File: src/rtl/fifo_pkg.sv
// Shared FIFO definitions: read-mode selectors and the occupancy-counter width helper.
// No logic, no latency, no flow control.
// Common to the single-clock FIFO and the dual-clock FIFO family.
package fifo_pkg;

    localparam int FIFO_MODE_STD  = 0;
    localparam int FIFO_MODE_FWFT = 1;

    // Counter must hold 0..DEPTH inclusive, hence DEPTH+1 states.
    function automatic int count_width(input int depth);
        return $clog2(depth + 1);
    endfunction

endpackage

File: src/rtl/fifo_sync_flags_if.sv
// Write/read handshake and status bundle for fifo_sync_flags.
// Pure wiring, zero latency.
// Producer holds wr_en/rd_en; the FIFO rejects writes while full and reads while empty.
interface fifo_sync_flags_if
    import fifo_pkg::*;
#(
    parameter int WIDTH = 8,
    parameter int DEPTH = 16
);
    localparam int CW = count_width(DEPTH);

    logic             wr_en;
    logic [WIDTH-1:0] din;
    logic             rd_en;
    logic             clr_err;
    logic [WIDTH-1:0] dout;
    logic             dout_valid;
    logic             full;
    logic             empty;
    logic             almost_full;
    logic             almost_empty;
    logic [CW-1:0]    count;
    logic             overflow;
    logic             underflow;

    modport master (
        output wr_en, din, rd_en, clr_err,
        input  dout, dout_valid, full, empty, almost_full, almost_empty,
               count, overflow, underflow
    );

    modport slave (
        input  wr_en, din, rd_en, clr_err,
        output dout, dout_valid, full, empty, almost_full, almost_empty,
               count, overflow, underflow
    );

endinterface

File: src/rtl/fifo_ram.sv
// WIDTH x DEPTH storage array with synchronous write and asynchronous read.
// Write lands at the clock edge; read data follows raddr combinationally.
// No flow control; the owner guarantees addresses stay below DEPTH.
module fifo_ram #(
    parameter int WIDTH = 8,
    parameter int DEPTH = 16,
    parameter int AW    = 4
) (
    input  logic             clk,
    input  logic             we,
    input  logic [AW-1:0]    waddr,
    input  logic [WIDTH-1:0] wdata,
    input  logic [AW-1:0]    raddr,
    output logic [WIDTH-1:0] rdata
);

    logic [WIDTH-1:0] mem [DEPTH];

    always_ff @(posedge clk) begin
        if (we) begin
            mem[waddr] <= wdata;
        end
    end

    assign rdata = mem[raddr];

endmodule

File: src/rtl/fifo_sync_flags.sv
// Single-clock FIFO with occupancy count, almost-full/empty thresholds, sticky error flags.
// Latency: STD mode dout one cycle after rd_en; FWFT mode head word visible the cycle after its write.
// Backpressure: writes dropped while full, reads dropped while empty; both raise sticky errors.
module fifo_sync_flags
    import fifo_pkg::*;
#(
    parameter int WIDTH     = 8,
    parameter int DEPTH     = 16,
    parameter int AF_THRESH = DEPTH - 2,
    parameter int AE_THRESH = 2,
    parameter int FWFT      = FIFO_MODE_STD
) (
    input  logic              clk,
    input  logic              reset_n,
    fifo_sync_flags_if.slave  bus
);

    localparam int            PW   = (DEPTH > 1) ? $clog2(DEPTH) : 1;
    localparam int            CW   = count_width(DEPTH);
    localparam logic [PW-1:0] LAST = PW'(DEPTH - 1);

    if (DEPTH < 2) begin : g_bad_depth
        $error("fifo_sync_flags: DEPTH must be at least 2");
    end
    if (AF_THRESH < 1 || AF_THRESH > DEPTH) begin : g_bad_af
        $error("fifo_sync_flags: AF_THRESH must lie in 1..DEPTH");
    end
    if (AE_THRESH < 0 || AE_THRESH > DEPTH - 1) begin : g_bad_ae
        $error("fifo_sync_flags: AE_THRESH must lie in 0..DEPTH-1");
    end

    logic [PW-1:0]    wr_ptr;
    logic [PW-1:0]    rd_ptr;
    logic [CW-1:0]    count_q;
    logic [CW-1:0]    count_nxt;
    logic             full_q;
    logic             empty_q;
    logic             af_q;
    logic             ae_q;
    logic             overflow_q;
    logic             underflow_q;
    logic             wr_acc;
    logic             rd_acc;
    logic [WIDTH-1:0] rdata;

    // Acceptance looks only at registered flags, so a pop cannot make room for a same-cycle push.
    assign wr_acc = bus.wr_en & ~full_q;
    assign rd_acc = bus.rd_en & ~empty_q;

    always_comb begin
        count_nxt = count_q;
        case ({wr_acc, rd_acc})
            2'b10:   count_nxt = count_q + CW'(1);
            2'b01:   count_nxt = count_q - CW'(1);
            default: count_nxt = count_q;
        endcase
    end

    always_ff @(posedge clk or negedge reset_n) begin
        if (!reset_n) begin
            wr_ptr      <= '0;
            rd_ptr      <= '0;
            count_q     <= '0;
            full_q      <= 1'b0;
            empty_q     <= 1'b1;
            af_q        <= 1'b0;
            ae_q        <= 1'b1;
            overflow_q  <= 1'b0;
            underflow_q <= 1'b0;
        end else begin
            if (wr_acc) begin
                wr_ptr <= (wr_ptr == LAST) ? '0 : wr_ptr + PW'(1);
            end
            if (rd_acc) begin
                rd_ptr <= (rd_ptr == LAST) ? '0 : rd_ptr + PW'(1);
            end
            count_q     <= count_nxt;
            full_q      <= (count_nxt == CW'(DEPTH));
            empty_q     <= (count_nxt == '0);
            af_q        <= (count_nxt >= CW'(AF_THRESH));
            ae_q        <= (count_nxt <= CW'(AE_THRESH));
            overflow_q  <= (bus.wr_en & full_q)  | (overflow_q  & ~bus.clr_err);
            underflow_q <= (bus.rd_en & empty_q) | (underflow_q & ~bus.clr_err);
        end
    end

    fifo_ram #(
        .WIDTH (WIDTH),
        .DEPTH (DEPTH),
        .AW    (PW)
    ) u_ram (
        .clk   (clk),
        .we    (wr_acc),
        .waddr (wr_ptr),
        .wdata (bus.din),
        .raddr (rd_ptr),
        .rdata (rdata)
    );

    if (FWFT == FIFO_MODE_FWFT) begin : g_fwft
        assign bus.dout       = empty_q ? '0 : rdata;
        assign bus.dout_valid = ~empty_q;
    end else begin : g_std
        logic [WIDTH-1:0] dout_q;
        logic             dv_q;

        always_ff @(posedge clk or negedge reset_n) begin
            if (!reset_n) begin
                dout_q <= '0;
                dv_q   <= 1'b0;
            end else begin
                dv_q <= rd_acc;
                if (rd_acc) begin
                    dout_q <= rdata;
                end
            end
        end

        assign bus.dout       = dout_q;
        assign bus.dout_valid = dv_q;
    end

    assign bus.full         = full_q;
    assign bus.empty        = empty_q;
    assign bus.almost_full  = af_q;
    assign bus.almost_empty = ae_q;
    assign bus.count        = count_q;
    assign bus.overflow     = overflow_q;
    assign bus.underflow    = underflow_q;

endmodule

File: src/flat_wrapper.sv
// flat-port wrapper written by rule: the top's interface ports become plain ports
module fifo_sync_flags_flat import fifo_pkg::*;
#(
    parameter int WIDTH     = 8,
    parameter int DEPTH     = 16,
    parameter int AF_THRESH = DEPTH - 2,
    parameter int AE_THRESH = 2,
    parameter int FWFT      = FIFO_MODE_STD
)
  (clk, reset_n, bus_wr_en, bus_din, bus_rd_en, bus_clr_err, bus_dout, bus_dout_valid, bus_full, bus_empty, bus_almost_full, bus_almost_empty, bus_count, bus_overflow, bus_underflow);
  fifo_sync_flags_if #(.WIDTH(WIDTH), .DEPTH(DEPTH)) bus_i ();
  input  logic clk;
  input  logic reset_n;
  input wire logic [$bits(bus_i.wr_en)-1:0] bus_wr_en;
  input wire logic [$bits(bus_i.din)-1:0] bus_din;
  input wire logic [$bits(bus_i.rd_en)-1:0] bus_rd_en;
  input wire logic [$bits(bus_i.clr_err)-1:0] bus_clr_err;
  output wire logic [$bits(bus_i.dout)-1:0] bus_dout;
  output wire logic [$bits(bus_i.dout_valid)-1:0] bus_dout_valid;
  output wire logic [$bits(bus_i.full)-1:0] bus_full;
  output wire logic [$bits(bus_i.empty)-1:0] bus_empty;
  output wire logic [$bits(bus_i.almost_full)-1:0] bus_almost_full;
  output wire logic [$bits(bus_i.almost_empty)-1:0] bus_almost_empty;
  output wire logic [$bits(bus_i.count)-1:0] bus_count;
  output wire logic [$bits(bus_i.overflow)-1:0] bus_overflow;
  output wire logic [$bits(bus_i.underflow)-1:0] bus_underflow;
  assign bus_i.wr_en = bus_wr_en;
  assign bus_i.din = bus_din;
  assign bus_i.rd_en = bus_rd_en;
  assign bus_i.clr_err = bus_clr_err;
  assign bus_dout = bus_i.dout;
  assign bus_dout_valid = bus_i.dout_valid;
  assign bus_full = bus_i.full;
  assign bus_empty = bus_i.empty;
  assign bus_almost_full = bus_i.almost_full;
  assign bus_almost_empty = bus_i.almost_empty;
  assign bus_count = bus_i.count;
  assign bus_overflow = bus_i.overflow;
  assign bus_underflow = bus_i.underflow;
  fifo_sync_flags #(.WIDTH(WIDTH), .DEPTH(DEPTH), .AF_THRESH(AF_THRESH), .AE_THRESH(AE_THRESH), .FWFT(FWFT)) u_core (.clk(clk), .reset_n(reset_n), .bus(bus_i));
endmodule
File: config.mk
export PLATFORM = sky130hd
export DESIGN_NAME = fifo_sync_flags_flat
export DESIGN_NICKNAME = d
export VERILOG_FILES = /design/src/rtl/fifo_pkg.sv /design/src/rtl/fifo_sync_flags_if.sv /design/src/rtl/fifo_ram.sv /design/src/rtl/fifo_sync_flags.sv /design/src/flat_wrapper.sv
export SDC_FILE = /design/constraint.sdc
export NUM_CORES = 1
export LEC_CHECK = 0
export BUFFER_PORTS_ARGS = -buffer_cell sky130_fd_sc_hd__buf_2
export CAP_MARGIN = 20
export CORE_MARGIN = 2
export CORE_UTILIZATION = 55
export CTS_BUF_LIST = sky130_fd_sc_hd__clkbuf_16
export CTS_CLUSTER_SIZE = 24
export DETAILED_ROUTE_END_ITERATION = 12
export PLACE_DENSITY = 0.73
export SYNTH_ARGS = -nofsm -noshare
export SYNTH_HDL_FRONTEND = slang
export SYNTH_SLANG_ARGS = --single-unit
File: constraint.sdc
create_clock -name clk -period 6.34 [get_ports clk]
set_clock_uncertainty 0.1 [all_clocks]
set_input_delay 1.268 -clock clk [delete_from_list [all_inputs] [get_ports clk]]
set_output_delay 1.268 -clock clk [all_outputs]
set_load 0.05 [all_outputs]
==> impl_metrics.json, run 1 <==
{
  "worstHoldPathCells": 2,
  "synthCells": 344,
  "arrival_ns": 3.93,
  "yosys_warnings": 0,
  "dr_total_vias": 3105,
  "post-route-period-util_pct": 58.4,
  "start_util_pct": 55.6,
  "power_w": 0.00352,
  "grt_max_degree": 38,
  "setup_viol": 0,
  "antenna_found_initial": 0,
  "coreArea_sq_um": 11300,
  "regToRegSetupSlack_ns": 3.04,
  "ys.flop_type": "edfxtp_1",
  "multi_input_area_sq_um": 1620,
  "firstDrtPassIters": 5,
  "ant_nets": 0,
  "finalCriticalPeriod_ns": 3.70,
  "reg2reg_from": "u_core.bus.empty$_DFF_PN1_",
  "syn-cell-area_sq_um": 6300,
  "power_density_nw_per_um2": 492,
  "dieArea_sq_um": 12300,
  "routedWlPerCell_microns": 21.0,
  "syn-num-nets": 364,
  "grt-ovfl-total": 0,
  "ys_seq_area_share_pct": 72.2,
  "clock_latency_ns": 0.41,
  "hold_end": "u_core.bus.dout[7]$_DFFE_PN0P_",
  "drc": 0,
  "crit_required_ns": 6.57,
  "post_cts_resized": 0,
  "die_h_microns": 111,
  "final_nets": 400,
  "htreeDepth": 4,
  "p_leak_nw": 2.53,
  "io_pins": 33,
  "hold_viol": 0,
  "drtIter0Drc": 290,
  "area_growth_pct": 13.6,
  "clock_sinks": 156,
  "dpl.hpwl_microns": 7410,
  "floorplan.rows": 39,
  "startpoint_type": "primary input",
  "tns_ns": 0,
  "min_path_type": "flop to flop",
  "die_w_microns": 111,
  "worstMarginPinSlew_ns": 0.719,
  "synth_edf_count": 128,
  "rsz0062_at_grt": "false",
  "end_kind": "flop",
  "final-seq-area_sq_um": 4550,
  "synth.distinct_cells": 41,
  "r2r_cells": 11,
  "criticalPathCategory": "primary input to flop",
  "dpl.cell_count": 504,
  "fmax_mhz": 270,
  "post_cts_buffers": 0,
  "drive_gt1_share_pct": 28.3,
  "grt_pass1_wl_microns": 17900,
  "grt_use_total_pct": 19.8,
  "peakVddDrop_mv": 0.357,
  "synthArstFlopShare_pct": 17.9,
  "cap_violations": 0,
  "clockRootBuffer": "clkbuf_16",
  "avgSynthCellArea_sq_um": 18.3,
  "slew_violations": 0,
  "crit_fanout": 16,
  "r2r_end": "u_core.bus.almost_empty$_DFF_PN1_",
  "finish.utilization_pct": 63.2,
  "cts_hold_buf": 0,
  "grt_pass1_vias": 3138,
  "numCtsBuffers": 17,
  "cts.clk_slew.worst_paths_ns": 0.06,
  "finalNonFillerCells": 535,
  "nFillCells": 807,
  "status": "completed",
  "worstHoldStart": "u_core.bus.dout[7]$_DFFE_PN0P_",
  "antenna_cells": 0,
  "slew_headroom_pct": 52.1,
  "wirelength_microns": 11200,
  "ctsLongestPathBuffers": 2,
  "vias_per_cell": 5.80,
  "port_buffers": 32,
  "gp_congestion": 0.792,
  "ys_seq_elements": 156,
  "tritoncts": "built"
}
## cell usage after synthesis, drive strengths merged (3+ instances only)
library cell    n  area share, %
and2           16            1.6
ha              7            1.4
edfxtp        128             61
buf             8           0.99
nand2          40            2.4
nor2            4           0.24
nand3           4           0.32
mux4           40             14
xnor2           4           0.56
dfrtp          26             10
clkbuf          9           0.54
xor2            3           0.54
nor3            5           0.40
a21oi           6           0.48
inv             9           0.54
o21ai           9           0.71
## worst max-delay path: stages
cell and delay [ns]:
buf_2 0.09, nand2b_1 0.29, inv_1 0.45, nand2_1 0.20, xnor2_1 0.17, ha_1 0.23, a21oi_1 0.20, a21boi_0 0.36
o22ai_1 0.15, o21a_1 0.18, o22a_1 0.19, nor3_1 0.15
## per-layer routing
layer / vias up / global-route usage, % / wire length (microns)
met3: 9 / 4.59 / 642
met2: 87 / 31.1 / 5560
met1: 1601 / 28.6 / 4920
met5: - / 0 / 0
li1: 1408 / - / -
met4: 0 / 5.93 / 119
## how the worst max path moves through the flow
stage	from	end	depth (start not counted)
floorplan	bus_rd_en	u_core.bus.almost_empty$_DFF_PN1_	10
global route	bus_rd_en	u_core.bus.full$_DFF_PN0_	12
global placement	bus_rd_en	u_core.bus.almost_empty$_DFF_PN1_	12
detailed placement	bus_rd_en	u_core.bus.almost_empty$_DFF_PN1_	12
CTS	bus_rd_en	u_core.bus.almost_empty$_DFF_PN1_	12
finish	bus_rd_en	u_core.bus.almost_empty$_DFF_PN1_	12
## final cells by class
class	instances	share of cell area, %
tap	143	2.50
multi-input combinational	162	22.7
sequential	156	63.6
clock inverter	14	2.38
timing repair buffer	34	2.45
clock buffer	17	5.95
inverter	9	0.472
## cell usage in the layout (no fill, tap or decap), types with 3 or more instances in the layout
cell / count
nor3_1: 5
ha_1: 7
clkbuf_16: 17
clkinvlp_4: 4
inv_1: 8
nand3_1: 4
mux4_2: 40
xnor2_1: 4
edfxtp_1: 128
bufinv_16: 3
o21ai_0: 8
dfrtp_1: 25
a21oi_1: 6
nor2_1: 4
clkinv_2: 3
nand2_1: 40
buf_2: 32
and2_1: 16
## cells by family after synthesis
family	Yosys count	share of synthesized area, %
buffers and inverters	26	2.07
adders and majority gates	7	1.39
muxes	41	14.5
AOI/OAI and AO/OA	27	2.76
DFF	156	72.2
xor gates and xnor gates	7	1.09
and+or+nand+nor	80	6.06
## stage by stage
stage                     instance area, sq um  worst slack, ns  hold WS (ns)
final                                     7150             2.64         0.375
after detailed placement                  6560             2.22         0.363
after floorplan                           6300             2.96         0.417
after global routing                      7150             2.34         0.398
after global placement                    6560             2.48         0.368
after CTS                                 7150             2.64         0.378
## power breakdown
part	internal [W]	switching [W]
Combinational	0.000446	0.000653
Clock	0.000617	0.000393
Sequential	0.00127	0.000136
## registers in the layout, summed over array words and instances (netlist names)
signal and count:
u_core.bus.count 5, u_core.bus.full 1, u_core.bus.almost_empty 1, u_core.wr_ptr 4, u_core.bus.almost_full 1, u_core.bus.overflow 1
u_core.u_ram.mem 128, u_core.bus.dout 8, u_core.rd_ptr 4, u_core.bus.underflow 1, u_core.bus.empty 1, u_core.bus.dout_valid 1
(Power assumes the default switching activity.)
==> run 2: changes to the inputs <==
==> constraint.sdc (replaced) <==
create_clock -name clk -period 3.5 [get_ports clk]
set_clock_uncertainty 0.1 [all_clocks]
set_input_delay 0.7 -clock clk [delete_from_list [all_inputs] [get_ports clk]]
set_output_delay 0.7 -clock clk [all_outputs]
set_load 0.05 [all_outputs]
==> impl_metrics.json, run 2 (synthesized netlist as in run 1, its figures left out) <==
{
  "status": "completed",
  "numCtsBuffers": 17,
  "grt_max_degree": 38,
  "timing.final.ws_setup_ns": 0.955,
  "post_cts_resized": 0,
  "r2r_cells": 11,
  "startpoint_type": "flop",
  "grt-ovfl-total": 0,
  "critPathTopFamily": "compound AO/OA/AOI/OAI gates",
  "antenna_cells": 0,
  "clock_latency_ns": 0.41,
  "finalCriticalPeriod_ns": 2.54,
  "htreeDepth": 4,
  "arrival_ns": 2.77,
  "slew_violations": 0,
  "power_frac_clock_pct": 28.7,
  "post_cts_buffers": 0,
  "port_buffers": 32,
  "crit_required_ns": 3.73,
  "start_util_pct": 55.6,
  "internal_power_w": 0.00426,
  "p_leak_nw": 2.55,
  "end_kind": "flop",
  "cap_violations": 0,
  "fmax_mhz": 393,
  "die_h_microns": 111,
  "path_buf_inv": 1,
  "cpMaxStageDelayCell": "dfstp_2",
  "power_density_nw_per_um2": 886,
  "pwr-share-comb_pct": 31.6,
  "clockRootBuffer": "clkbuf_16",
  "place_ws_ns": 0.606,
  "peakVddDrop_mv": 0.668,
  "seqPwrFrac_pct": 39.7,
  "drc": 0,
  "criticalPathCategory": "flop to flop",
  "vias_per_cell": 5.76,
  "grt_pass1_vias": 3233,
  "grt_use_total_pct": 20.2,
  "switching_power_w": 0.00211,
  "cts.clk_slew.worst_paths_ns": 0.06,
  "antenna_found_initial": 0,
  "netSwitchingFraction_pct": 33.2,
  "dpl.hpwl_microns": 7100,
  "hold_viol": 0,
  "worstMarginPinSlew_ns": 0.662,
  "dr_total_vias": 3098,
  "cts_hold_buf": 0,
  "ctsLongestPathBuffers": 2,
  "die_w_microns": 111,
  "met1_length_microns": 4960,
  "slew_headroom_pct": 55.9,
  "layout_common_cells": "128 x edfxtp_1, 40 x nand2_1, 40 x mux4_2",
  "io_pins": 33,
  "tritoncts": "built",
  "gp_congestion": 0.815,
  "crit_fanout": 5,
  "path_cells": "nand2b_1 > inv_1 > nand2_1 > xnor2_1 > ha_1 > a21oi_1 > a21boi_0 > o22ai_1 > o21a_1 > o22a_1 > nor3_1",
  "final_nets": 403,
  "ant_nets": 0,
  "post-route-period-util_pct": 72.7,
  "clock_sinks": 156,
  "min_path_type": "primary input to async pin",
  "rsz0062_at_grt": "false",
  "largest_reg_flops": 128,
  "floorplan.rows": 39,
  "grt_pass1_wl_microns": 18300,
  "top_register": "u_core.u_ram.mem",
  "top_layer": "met4",
  "slowest_delay_ns": 0.53,
  "routedWlPerCell_microns": 21.1,
  "cp.depth": 11,
  "dieArea_sq_um": 12300,
  "layout_commonest_cell": "edfxtp_1",
  "drtIter0Drc": 283,
  "tns_ns": 0,
  "setup_viol": 0,
  "wl_met3_microns": 514,
  "area_growth_pct": 14.1,
  "wirelength_microns": 11400,
  "firstDrtPassIters": 6,
  "drive_gt1_share_pct": 28.4,
  "coreArea_sq_um": 11300,
  "met2_length_microns": 5760
}
-- run 2: cell types whose count changed in the layout (fill, tap and decap cells not counted) --
cell / change
buf_12: +1
buf_4: +2
clkinv_1: +1
clkinv_2: -2
clkinvlp_4: -1
inv_1: +1
inv_6: +1
-- run 2: final cells by class --
cell class | instances | area [sq um]
Multi-Input combinational cell | 162 | 1620
Clock buffer | 17 | 425
Clock inverter | 14 | 169
Inverter | 9 | 33.8
Tap cell | 143 | 179
Sequential cell | 156 | 4550
Fill cell | 785 | 4130
Timing Repair Buffer | 37 | 210
-- run 2: worst reg2reg max path, stage by stage, from the launching register on --
cell and delay, ns:
dfstp_2 0.53, nand2b_1 0.13, inv_1 0.10, nand2_1 0.14, xnor2_1 0.09, ha_1 0.22
a21oi_1 0.15, a21boi_0 0.33, o22ai_1 0.15, o21a_1 0.19, o22a_1 0.19, nor3_1 0.14
-- run 2: final timing paths --
check                                          startpoint                                 to  slack [ns]
max in group asynchronous                         reset_n       u_core.rd_ptr[0]$_DFFE_PN0P_        2.67
hold reg to reg            u_core.bus.dout[3]$_DFFE_PN0P_     u_core.bus.dout[3]$_DFFE_PN0P_        0.37
setup reg to reg               u_core.bus.empty$_DFF_PN1_  u_core.bus.almost_empty$_DFF_PN1_        0.96
min in group clk           u_core.bus.dout[3]$_DFFE_PN0P_     u_core.bus.dout[3]$_DFFE_PN0P_        0.37
setup / recovery               u_core.bus.empty$_DFF_PN1_  u_core.bus.almost_empty$_DFF_PN1_        0.96
hold / removal                                    reset_n      u_core.bus.overflow$_DFF_PN0_        0.20
-- run 2: per-stage QoR --
| step | hold WS (ns) | area (sq um) | cells | util (%) | total power (W) |
|---|---|---|---|---|---|
| 2_1_floorplan | 0.304 | 6300 | 344 | - | 0.00410 |
| 4_1_cts | 0.213 | 7190 | 538 | 63.5 | 0.00643 |
| 3_5_place_dp | 0.360 | 6590 | 507 | 58.2 | 0.00460 |
| 5_1_grt | 0.235 | 7190 | 538 | 63.5 | 0.00667 |
| 6_report | 0.197 | 7190 | 538 | 63.5 | 0.00637 |
| 3_3_place_gp | 0.365 | 6590 | 507 | 58.2 | 0.00456 |
-- run 2: layer usage --
metal,vias up,GRT usage (%)
met4,0,7.16
met2,97,32.1
met5,-,0
met3,10,4.16
li1,1413,-
met1,1578,28.4
-- run 2: power groups by stage --
stage / Sequential (W) / Clock (W) / Combinational, W
3_3_place_gp: 0.00256 / 0 / 0.00200
5_1_grt: 0.00257 / 0.00193 / 0.00217
6_report: 0.00253 / 0.00183 / 0.00201
3_5_place_dp: 0.00257 / 0 / 0.00203
4_1_cts: 0.00253 / 0.00186 / 0.00204
2_1_floorplan: 0.00280 / 0 / 0.00130
==> run 3: changes to the inputs <==
--- a/config.mk
+++ b/config.mk
@@ -5,6 +5,7 @@
 export SDC_FILE = /design/constraint.sdc
 export NUM_CORES = 1
 export LEC_CHECK = 0
+export ABC_AREA = 1
 export BUFFER_PORTS_ARGS = -buffer_cell sky130_fd_sc_hd__buf_2
 export CAP_MARGIN = 20
 export CORE_MARGIN = 2
==> constraint.sdc (replaced) <==
create_clock -name clk -period 2.6 [get_ports clk]
set_clock_uncertainty 0.1 [all_clocks]
set_input_delay 0.52 -clock clk [delete_from_list [all_inputs] [get_ports clk]]
set_output_delay 0.52 -clock clk [all_outputs]
set_load 0.05 [all_outputs]
==> impl_metrics.json, run 3 <==
{
  "grt_use_total_pct": 25.1,
  "final_nets": 580,
  "post_cts_buffers": 0,
  "end_kind": "flop",
  "final-seq-area_sq_um": 4550,
  "avgSynthCellArea_sq_um": 12.4,
  "crit_fanout": 22,
  "synth_edf_count": 128,
  "yosys_warnings": 0,
  "crit_required_ns": 2.84,
  "wirelength_microns": 14900,
  "synthCells": 515,
  "finalNonFillerCells": 716,
  "synth_top_cell_by_area": "edfxtp_1",
  "finalCriticalPeriod_ns": 2.09,
  "clock_latency_ns": 0.42,
  "die_w_microns": 112,
  "setup_viol": 0,
  "cts.clk_slew.worst_paths_ns": 0.06,
  "numCtsBuffers": 17,
  "layout_common_cells": "128 x edfxtp_1, 102 x nor2_1, 77 x o21ai_0",
  "power_density_nw_per_um2": 1230,
  "start_util_pct": 56.2,
  "grt-ovfl-total": 0,
  "p_leak_nw": 2.69,
  "fmax_mhz": 478,
  "arrival_ns": 2.33,
  "clockRootBuffer": "clkbuf_16",
  "die_h_microns": 112,
  "final_cell_area_sq_um": 7330,
  "synth_top_cell_area_share_pct": 60.2,
  "top_register": "u_core.u_ram.mem",
  "multi_input_area_sq_um": 1620,
  "nFillCells": 832,
  "coreArea_sq_um": 11400,
  "port_buffers": 32,
  "syn-num-nets": 535,
  "area_growth_pct": 14.7,
  "io_pins": 33,
  "min_path_type": "primary input to async pin",
  "yosys-top-cells-count": "128 x edfxtp_1, 102 x nor2_1, 77 x o21ai_0",
  "grt_pass1_vias": 4276,
  "dpl.cell_count": 684,
  "htreeDepth": 4,
  "synthArstFlopShare_pct": 17.9,
  "ys.flop_type": "edfxtp_1",
  "status": "completed",
  "ctsLongestPathBuffers": 2,
  "tritoncts": "built",
  "hold_viol": 0,
  "post-route-period-util_pct": 80.5,
  "yosysMostFrequentCell": "edfxtp_1",
  "dieArea_sq_um": 12500,
  "grt_max_degree": 50,
  "slew_violations": 0,
  "drtIter0Drc": 402,
  "vias_per_cell": 6.03,
  "worstMarginPinSlew_ns": 0.695,
  "drive_gt1_share_pct": 17.3,
  "criticalPathCategory": "flop to flop",
  "antenna_cells": 0,
  "layout_commonest_cell": "edfxtp_1",
  "slew_headroom_pct": 53.5,
  "tns_ns": 0,
  "syn-cell-area_sq_um": 6390,
  "startpoint_type": "flop",
  "rsz0062_at_grt": "false",
  "drc": 0,
  "ys_top_cells_by_area": "edfxtp_1 60%, dfrtp_1 10%, o21ai_0 6.0%, nor2_1 6.0%, o221ai_1 3.3%",
  "clock_sinks": 156,
  "dr_total_vias": 4319,
  "gp_congestion": 0.876,
  "post_cts_resized": 0,
  "antenna_found_initial": 0,
  "routedWlPerCell_microns": 20.8,
  "cap_violations": 0,
  "ant_nets": 0,
  "dpl_cell_area_sq_um": 6770,
  "cts_hold_buf": 0,
  "floorplan.rows": 39,
  "synth.distinct_cells": 30,
  "grt_pass1_wl_microns": 23200,
  "largest_reg_flops": 128,
  "firstDrtPassIters": 5,
  "ys_seq_area_share_pct": 71.2,
  "peakVddDrop_mv": 0.767,
  "dpl.hpwl_microns": 9420,
  "ys_seq_elements": 156
}
run 3: worst max-delay path, cell delays in order (launching register included):
cell,delay (ns)
dfrtp_1,0.61
inv_1,0.16
buf_4,0.27
o21ai_0,0.12
o22ai_1,0.28
nor2_1,0.13
nor2_1,0.09
o21ai_0,0.09
a31oi_1,0.16
run 3: metrics by stage:
stage | worst slack, ns | power (W) | utilization (%) | hold slack (ns)
after floorplan | 0.376 | 0.00568 | - | 0.124
after global placement | 0.526 | 0.00653 | 59.5 | 0.396
after detailed placement | 0.450 | 0.00665 | 59.5 | 0.393
after CTS | 0.563 | 0.00899 | 64.5 | 0.0412
after global routing | 0.291 | 0.00946 | 64.5 | 0.0635
final | 0.507 | 0.00900 | 64.5 | 0.0337
run 3: where the power goes:
group          internal, W  total, W  switching [W]
clock              0.00139   0.00233       0.000937
combinational     0.000916   0.00330        0.00238
sequential         0.00313   0.00338       0.000247
total              0.00544   0.00900        0.00357
run 3: path summary, 6_finish.rpt:
check	start	end	slack, ns	cells after the start
max	u_core.rd_ptr[1]$_DFFE_PN0P_	u_core.bus.dout[7]$_DFFE_PN0P_	0.51	8
min	reset_n	u_core.bus.overflow$_DFF_PN0_	0.03	1
max reg2reg	u_core.rd_ptr[1]$_DFFE_PN0P_	u_core.bus.dout[7]$_DFFE_PN0P_	0.51	8
min reg2reg	u_core.bus.full$_DFF_PN0_	u_core.bus.overflow$_DFF_PN0_	0.40	2
max in group asynchronous	reset_n	u_core.rd_ptr[0]$_DFFE_PN0P_	1.90	1
min in group clk	bus_clr_err	u_core.bus.overflow$_DFF_PN0_	0.20	2
run 3: layout make-up:
| class | count | area share [%] |
|---|---|---|
| clock inverters | 15 | 1.88 |
| flip-flops and latches | 156 | 62.1 |
| repair buffers | 53 | 4.51 |
| inverters | 25 | 1.28 |
| multi-input cells | 307 | 22.0 |
| clock buffers | 17 | 5.80 |
| well taps | 143 | 2.44 |
run 3: cells by family after synthesis:
kind of cell             share of synthesized area (%)
AO/OA/AOI/OAI                                     11.0
XOR/XNOR                                         0.960
adder cells (fa/ha/maj)                           1.37
buffers and inverters                             3.54
flip-flops                                        71.2
AND/OR/NAND/NOR                                   12.0
run 3: per-layer routing:
| metal | GRT usage (%) | vias to the layer above | share of wire, % |
|---|---|---|---|
| li1 | - | 1963 | - |
| met3 | 6.15 | 29 | 8.8 |
| met1 | 35.6 | 2093 | 42 |
| met4 | 9.30 | 0 | 2.0 |
| met2 | 38.1 | 234 | 48 |
| met5 | 0 | - | 0 |
